===== src/rtl/boot_ctrl.sv =====
// rtl/boot_ctrl.sv - byte-stream boot loader that writes a length-prefixed image into SRAM
//
// Purpose: receives a 4-byte word count followed by that many 4-byte words
// (all MSB first) and writes each word to consecutive SRAM word addresses
// starting at BASE_ADDR. The build macro BOOT_CTRL_CHECKSUM_EN adds a 4-byte
// trailer holding the modulo-2^32 sum of all words; a mismatch aborts the load.
//
// Ports:
//   clk, rst_n        clock, asynchronous active-low reset
//   boot_start        single-cycle load request (honoured in IDLE/DONE/ERR only)
//   rx_valid, rx_data byte source; a byte moves when rx_valid & rx_ready
//   rx_ready          controller can take a byte (LEN, DATA, CHECK)
//   boot_mode         steers the SRAM mux to the boot path while loading
//   boot_mem_wr_en    one-cycle SRAM write strobe
//   boot_mem_addr     SRAM word address (holds its last value)
//   boot_mem_rd_data  SRAM write data (holds its last value)
//   boot_done         image loaded successfully
//   boot_err          load aborted (length too large, timeout, bad checksum)
module boot_ctrl #(
  parameter int DATA_WIDTH     = 32,
  parameter int ADDR_WIDTH     = 20,
  parameter int BASE_ADDR      = 0,
  parameter int MAX_WORDS      = 65536,
  parameter int TIMEOUT_CYCLES = 1000000
) (
  input  logic                  clk,
  input  logic                  rst_n,
  input  logic                  boot_start,
  input  logic                  rx_valid,
  input  logic [7:0]            rx_data,
  output logic                  rx_ready,
  output logic                  boot_mode,
  output logic                  boot_mem_wr_en,
  output logic [ADDR_WIDTH-1:0] boot_mem_addr,
  output logic [DATA_WIDTH-1:0] boot_mem_rd_data,
  output logic                  boot_done,
  output logic                  boot_err
);

`ifdef BOOT_CTRL_CHECKSUM_EN
  typedef enum logic [2:0] {IDLE, LEN, DATA, WRITE, CHECK, DONE, ERR} state_t;
  // After the last word the trailer must be verified before declaring success.
  localparam state_t FIN = CHECK;
`else
  typedef enum logic [2:0] {IDLE, LEN, DATA, WRITE, DONE, ERR} state_t;
  localparam state_t FIN = DONE;
`endif

  state_t      state, state_nxt;
  logic [1:0]  byte_cnt;
  logic [31:0] word_cnt;
  logic [31:0] len_words;
  logic [23:0] shift;
  logic [31:0] tmo_cnt;
`ifdef BOOT_CTRL_CHECKSUM_EN
  logic [31:0] checksum;
`endif

  logic        accept;
  logic        last_byte;
  logic        timed_out;
  logic        start_load;
  logic [31:0] byte_word;

  assign accept     = rx_valid & rx_ready;
  assign last_byte  = accept && (byte_cnt == 2'd3);
  // Word including the byte arriving this cycle, so decisions need no extra stage.
  assign byte_word  = {shift, rx_data};
  assign timed_out  = (tmo_cnt >= 32'(TIMEOUT_CYCLES));
  assign start_load = boot_start && (state == IDLE || state == DONE || state == ERR);

  always_comb begin
    state_nxt      = state;
    rx_ready       = 1'b0;
    boot_mode      = 1'b0;
    boot_mem_wr_en = 1'b0;
    boot_done      = 1'b0;
    boot_err       = 1'b0;
    case (state)
      IDLE: begin
        if (boot_start) state_nxt = LEN;
      end
      LEN: begin
        rx_ready  = 1'b1;
        boot_mode = 1'b1;
        if (timed_out) state_nxt = ERR;
        else if (last_byte) begin
          if (byte_word > 32'(MAX_WORDS)) state_nxt = ERR;
          else if (byte_word == 32'd0)    state_nxt = FIN;
          else                            state_nxt = DATA;
        end
      end
      DATA: begin
        rx_ready  = 1'b1;
        boot_mode = 1'b1;
        if (timed_out)      state_nxt = ERR;
        else if (last_byte) state_nxt = WRITE;
      end
      WRITE: begin
        boot_mode      = 1'b1;
        boot_mem_wr_en = 1'b1;
        // word_cnt is still the index of the word being written here.
        if (word_cnt + 32'd1 < len_words) state_nxt = DATA;
        else                              state_nxt = FIN;
      end
`ifdef BOOT_CTRL_CHECKSUM_EN
      CHECK: begin
        rx_ready  = 1'b1;
        boot_mode = 1'b1;
        if (timed_out)      state_nxt = ERR;
        else if (last_byte) state_nxt = (byte_word == checksum) ? DONE : ERR;
      end
`endif
      DONE: begin
        boot_done = 1'b1;
        if (boot_start) state_nxt = LEN;
      end
      ERR: begin
        boot_err = 1'b1;
        if (boot_start) state_nxt = LEN;
      end
      default: state_nxt = IDLE;
    endcase
  end

  always_ff @(posedge clk or negedge rst_n) begin
    if (!rst_n) begin
      state            <= IDLE;
      byte_cnt         <= '0;
      word_cnt         <= '0;
      len_words        <= '0;
      shift            <= '0;
      tmo_cnt          <= '0;
      boot_mem_addr    <= '0;
      boot_mem_rd_data <= '0;
`ifdef BOOT_CTRL_CHECKSUM_EN
      checksum         <= '0;
`endif
    end else begin
      state <= state_nxt;
      if (start_load) begin
        byte_cnt <= '0;
        word_cnt <= '0;
        tmo_cnt  <= '0;
`ifdef BOOT_CTRL_CHECKSUM_EN
        checksum <= '0;
`endif
      end else begin
        if (accept) begin
          tmo_cnt  <= '0;
          byte_cnt <= byte_cnt + 2'd1;
          shift    <= byte_word[23:0];
        end else if (rx_ready) begin
          // rx_ready is high exactly in the states where idle time is counted.
          tmo_cnt <= tmo_cnt + 32'd1;
        end
        if (state == LEN && last_byte) len_words <= byte_word;
        if (state == DATA && last_byte) begin
          boot_mem_addr    <= ADDR_WIDTH'(32'(BASE_ADDR) + word_cnt);
          boot_mem_rd_data <= byte_word;
        end
        if (state == WRITE) begin
          word_cnt <= word_cnt + 32'd1;
`ifdef BOOT_CTRL_CHECKSUM_EN
          checksum <= checksum + boot_mem_rd_data;
`endif
        end
      end
    end
  end

endmodule


===== config.mk =====
export PLATFORM = sky130hd
export DESIGN_NAME = boot_ctrl
export DESIGN_NICKNAME = d
export VERILOG_FILES = /design/src/rtl/boot_ctrl.sv
export SDC_FILE = /design/constraint.sdc
export NUM_CORES = 1
export LEC_CHECK = 0
export BUFFER_PORTS_ARGS = -buffer_cell sky130_fd_sc_hd__buf_2
export CAP_MARGIN = 20
export CELL_PAD_IN_SITES_DETAIL_PLACEMENT = 0
export CELL_PAD_IN_SITES_GLOBAL_PLACEMENT = 1
export CORE_MARGIN = 2
export CORE_UTILIZATION = 45
export CTS_BUF_LIST = sky130_fd_sc_hd__clkbuf_16
export DETAILED_ROUTE_END_ITERATION = 8
export PLACE_DENSITY = 0.75
export SYNTH_ARGS = -nofsm -noshare
export SYNTH_HDL_FRONTEND = slang
export SYNTH_SLANG_ARGS = --single-unit

===== constraint.sdc =====
create_clock -name clk -period 6.8 [get_ports clk]
set_input_delay 0.68 -clock clk [delete_from_list [all_inputs] [get_ports clk]]
set_output_delay 0.68 -clock clk [all_outputs]
set_load 0.005 [all_outputs]

== Word level (Yosys, flattened, before mapping) ==
Cells that the tools add are included.
Storage, ports and cells
  register bits after elaboration: 177
  input port bits: 12
  output and inout bits: 57
  logic and storage cells: 64
Operators by class
  add/subtract/negate cells: 3
  $lt $le $gt $ge: 3
  equal/unequal tests: 9
  multiplexer cells: 21
  bitwise operators: 2
  reductions and logical operators: 18
Operators by type and width (number)
  32-bit 2-to-1 mux: 5
  32-bit by 1-bit adder with 32-bit output, second input constant: 2
  32-bit by 20-bit >= comparator with 1-bit output, second input constant: 1
  32-bit by 17-bit > comparator with 1-bit output, second input constant: 1
  32-bit logical NOT: 1
  32-bit less-than comparator: 1
  3-bit 2-to-1 mux: 8
  3-bit case mux with 4 select lines: 1
  3-bit by 2-bit == test with 1-bit output, second input constant: 2
  3-bit == test, second input constant: 2
  3-bit inequality test, second input constant: 2
  2-bit AND reduction: 3
  3-bit OR reduction: 2
  1-bit 2-to-1 mux: 5
  1-bit logical AND: 4
  2-bit 2-to-1 mux: 2
  2-bit nonzero test: 2
  3-bit by 1-bit == test with 1-bit output, second input constant: 1
  3-bit logical NOT: 1
  3-bit AND reduction: 1
  3-bit nonzero test: 1
  2-bit by 1-bit adder with 2-bit output, second input constant: 1
  2-bit == test, second input constant: 1
  1-bit logical OR: 2
  4 further kinds: 4

== Logic depth before layout (Yosys ltp) ==
  depth after elaboration: 8
  mapped depth: 13
  gate-level depth less buffers: 13

== Worst setup path after synthesis ==
OpenSTA, ideal clock, no wires.
  kind: register to register
  from: reg word_cnt[0]
  to: reg state[1]
  arrival: 3.148 ns
  required time: 6.671 ns
  slack: 3.523 ns
  stages on the path, launching flop included: 14
  period minus slack after synthesis: 3.277 ns
  path through: dfrtp_1 -> ha_1 -> and4_1 -> nand4_2 -> nor3_1 -> nand2_1 -> xnor2_1 -> ha_1 -> nand4_1 -> nor4_1 -> a22oi_1 -> and3_1 -> o211ai_1 -> nand3_1
Between the ends
  cells in the longest elaborated chain, start to end: 4
RTL lines
  start, declared: RTL line 51  | logic [31:0] word_cnt;
  start signal, assigned: RTL line 163  | word_cnt <= word_cnt + 32'd1;
  32-bit by 1-bit adder with 32-bit output: RTL line 103  | if (word_cnt + 32'd1 < len_words) state_nxt = DATA;
  32-bit less-than comparator: RTL line 103
  3-bit 2-to-1 mux: RTL line 103
  3-bit case mux with 4 select lines: RTL line 79  | case (state)
  end signal, assigned: RTL line 140  | state <= state_nxt;
  end, declared: RTL line 49  | state_t state, state_nxt;
Every way passes these cells.
A chain may end at the register's enable or synchronous reset.

== Worst setup path after layout ==
  from: reg word_cnt[0]
  to: reg state[2]
Same word-level chain as after synthesis.

==> impl_results.md <==
* Outcome: finished clean
* Hold Crit Class: in2async
* Worst-Margin Slew at approximately 0.93 ns
* Startpoint type of the worst setup path: flip-flop
* Post-CTS sizing at 0
* Post-synthesis compound-gate area fraction at a little over a tenth
* Num rows at 51
* Max-slew headroom at between 30% and 40%
* Post-DR wirelength/cell at around 17 um
* Slew Limit Fails at 0
* Worst-path clk slew at approximately 0.07 ns
* Leak at approximately 4.8 nW
* Initial antenna violation count at 0
* Total grt overflow at 0
* Global-route wire length before repair at between 30,000 and 40,000 um
* Dominant cells by area after synthesis: dfrtp_1 51%, mux2_2 9.9%, ha_1 5.0%
* Die width at 144 um
* Dpl hpwl at between 10,000 and 15,000 um
* # IOs at between 60 and 70
* Flops & latches, synth at 177
* Tmin final at ~3.9 ns
* Top cells by count, synth: 177 x dfrtp_1, 98 x nand2_1, 78 x o21ai_0, 77 x mux2_2, 42 x inv_1
* DR iter-0 viols at between 400 and 500
* Largest net degree at the start of global routing at slightly below 100
* EDFF count, synth at 0
* Uppermost layer routed: met4
* Number of hold buffers added after cts at 0
* Post CTS Setup Buffer Count at 0
* Syn_area_per_cell at between 10 and 15 um^2
* Final ANT Viol Nets at 0
* Final instance area at 10,000 um^2
* Syn. warnings at 0
* Skew final at 0.0139 ns
* Yosys cell types at 51
* Placer Congestion at a little over 0.8
* Vias in the first global route at 6,174
* IO Port Bufs at 68
* Post-route DRC at 0
* Met1 WL at slightly above 9000 um
* Share of layout cells above drive strength 1 at about 21%
* Clock root cell: clkbuf_16
* Register area share after synthesis at 50.5%
* Total clock sinks at roughly 180
* Clock H-tree levels at 4
* RSZ-0062 raised after global routing: no
* Multi-input logic area at roughly 4000 um^2
* Synth area leader: dfrtp_1
* Die ar. at 20,600 um^2
* FILL cells at 1,785
* Core Area at roughly 19,000 um^2
* Post-synth ARST share at 100%
* P&R area growth vs syn at 14.1%
* N_diodes at 0
* Post-Route WL at 19,600 um
* Drt pass-1 iters at 5
* Initial Util at around 45%
* Met2 routed wirelength at between 9000 and 10,000 um
* Met3 WL post-DR at roughly 570 um
* Cell count after synthesis at around 850
* Max Root-Sink Buffers at 2
* Max Cap Violations at 0
* Max FO, Critical Path at 8
* Die height at 144 um
* DP Area at roughly 9400 um^2
* Share of the synthesized area in the top cell type at 50.5%
* Largest family of logic cells by synthesized area: simple AND/OR/NAND/NOR gates
* Pwr Density at approximately 320 nW/um^2
* Total CTS buffers at 17
* Post-synthesis mux area share at 9.89%
* Routed vias at approximately 6.3k
* Post-Synth Adder-Cell Area at 5.00%
* Layout Nets at around 950
* Worst EP arrival at roughly 4.3 ns
* TritonCTS clock tree: built
* Synth Flop Type: dfrtp_1
* Netlist Area Pre-Place at around 8800 um^2
* TNS Setup at 0 ns
* Mapped Nets at 894
* Overall routing resource usage at 20.2%
* Final period utilization at between 50% and 60%
* Required @ worst endpoint at slightly above 7 ns
* Critical path class: reg2reg
* Vias/cell at approximately 5.3
* Hold Violations, Final at 0
* Reg area at 4430 um^2
* Fmax achieved at about 250 MHz
* Most numerous cell in the Yosys netlist: dfrtp_1
* VDD IR max at approximately 0.18 mV
* Setup Viol. Count Final at 0
* CP endpoint kind: flip-flop
* Skew-Pair Late Insertion Delay at around 0.43 ns
* XOR/XNOR share of the synthesized area at between 5 and 6%
* Area share of and/or/nand/nor cells after synthesis at between 15 and 20%
[per-stage QoR]
stage	utilization (%)	power, mW	setup WS (ns)	cells	hold WS [ns]
2_1_floorplan	-	1.99	3.52	847	0.384
3_3_place_gp	48.6	2.24	3.08	1152	0.485
3_5_place_dp	48.6	2.26	2.90	1152	0.490
4_1_cts	51.8	3.26	2.88	1184	0.384
5_1_grt	51.9	3.45	2.39	1185	0.420
6_report	51.9	3.23	2.87	1185	0.321
[layout by cell type, fill, tap and decap left out, drive strengths merged, types with 6 or more instances in the layout]
cell type / n
inv: 49
or3: 11
clkbuf: 17
mux2: 77
nor3: 16
xnor2: 22
a31oi: 12
nand4: 18
clkinv: 6
ha: 35
xor2: 29
buf: 77
and3: 15
a22o: 8
dfrtp: 177
o21ai: 80
nor2: 41
nor4: 15
nand3: 34
nand2: 98
o31ai: 10
a21oi: 33
[state kept, by name, indices dropped and copies added (netlist names)]
signal / cells
boot_mem_addr: 20
boot_mem_rd_data: 32
byte_cnt: 2
len_words: 32
shift: 24
state: 3
tmo_cnt: 32
word_cnt: 32
[cell families after synthesis]
kind of cell / count (synthesis)
xor gates and xnor gates: 51
adders and majority gates: 35
buffers and inverters: 78
AOI/OAI and AO/OA: 162
muxes: 77
DFF: 177
and+or+nand+nor: 267
[power breakdown]
part	total [mW]	internal (mW)	switching (mW)	leakage [nW]
sequential	1.50	1.27	0.227	2.34
clock	0.992	0.526	0.466	0.294
combinational	0.735	0.316	0.420	2.16
total	3.23	2.12	1.11	4.79
[final cells by class]
cell class / instances / area share, %
Clock inverter: 15 / 1.76
Tap cell: 265 / 3.31
Timing Repair Buffer: 77 / 4.34
Sequential cell: 177 / 44.3
Multi-Input combinational cell: 592 / 40.5
Inverter: 42 / 1.58
Clock buffer: 17 / 4.25
[path summary, 6_finish.rpt]
path / start / slack [ns] / cells after the start / end
max in group asynchronous: rst_n / 5.33 / 3 / shift[18]$_DFFE_PN0P_
setup reg to reg: word_cnt[0]$_DFFE_PN0P_ / 2.87 / 13 / state[2]$_DFFE_PN0P_
hold reg to reg: tmo_cnt[27]$_DFFE_PN0P_ / 0.50 / 1 / tmo_cnt[27]$_DFFE_PN0P_
hold / removal: rst_n / 0.32 / 1 / tmo_cnt[5]$_DFFE_PN0P_
setup / recovery: word_cnt[0]$_DFFE_PN0P_ / 2.87 / 13 / state[2]$_DFFE_PN0P_
min in group clk: tmo_cnt[27]$_DFFE_PN0P_ / 0.50 / 1 / tmo_cnt[27]$_DFFE_PN0P_
[layer usage]
metal  track usage (%)  up-vias
met5                 0        -
met4              7.02        0
met3              3.50       19
met2              32.7       89
met1              27.4     3102
li1                  -     3128
[worst max-delay path, cell delays in order, from the launching register on]
cell and delay (ns):
dfrtp_1 0.43, ha_1 0.24, and4_1 0.32, nand4_2 0.23, nor3_1 0.79, nand2_1 0.19, xnor2_1 0.18, ha_1 0.29
nand4_1 0.18, nor4_1 0.40, a22oi_1 0.15, and3_1 0.22, o21ai_0 0.08, a31o_2 0.17
No activity file was read; power rests on OpenSTA's default activity.
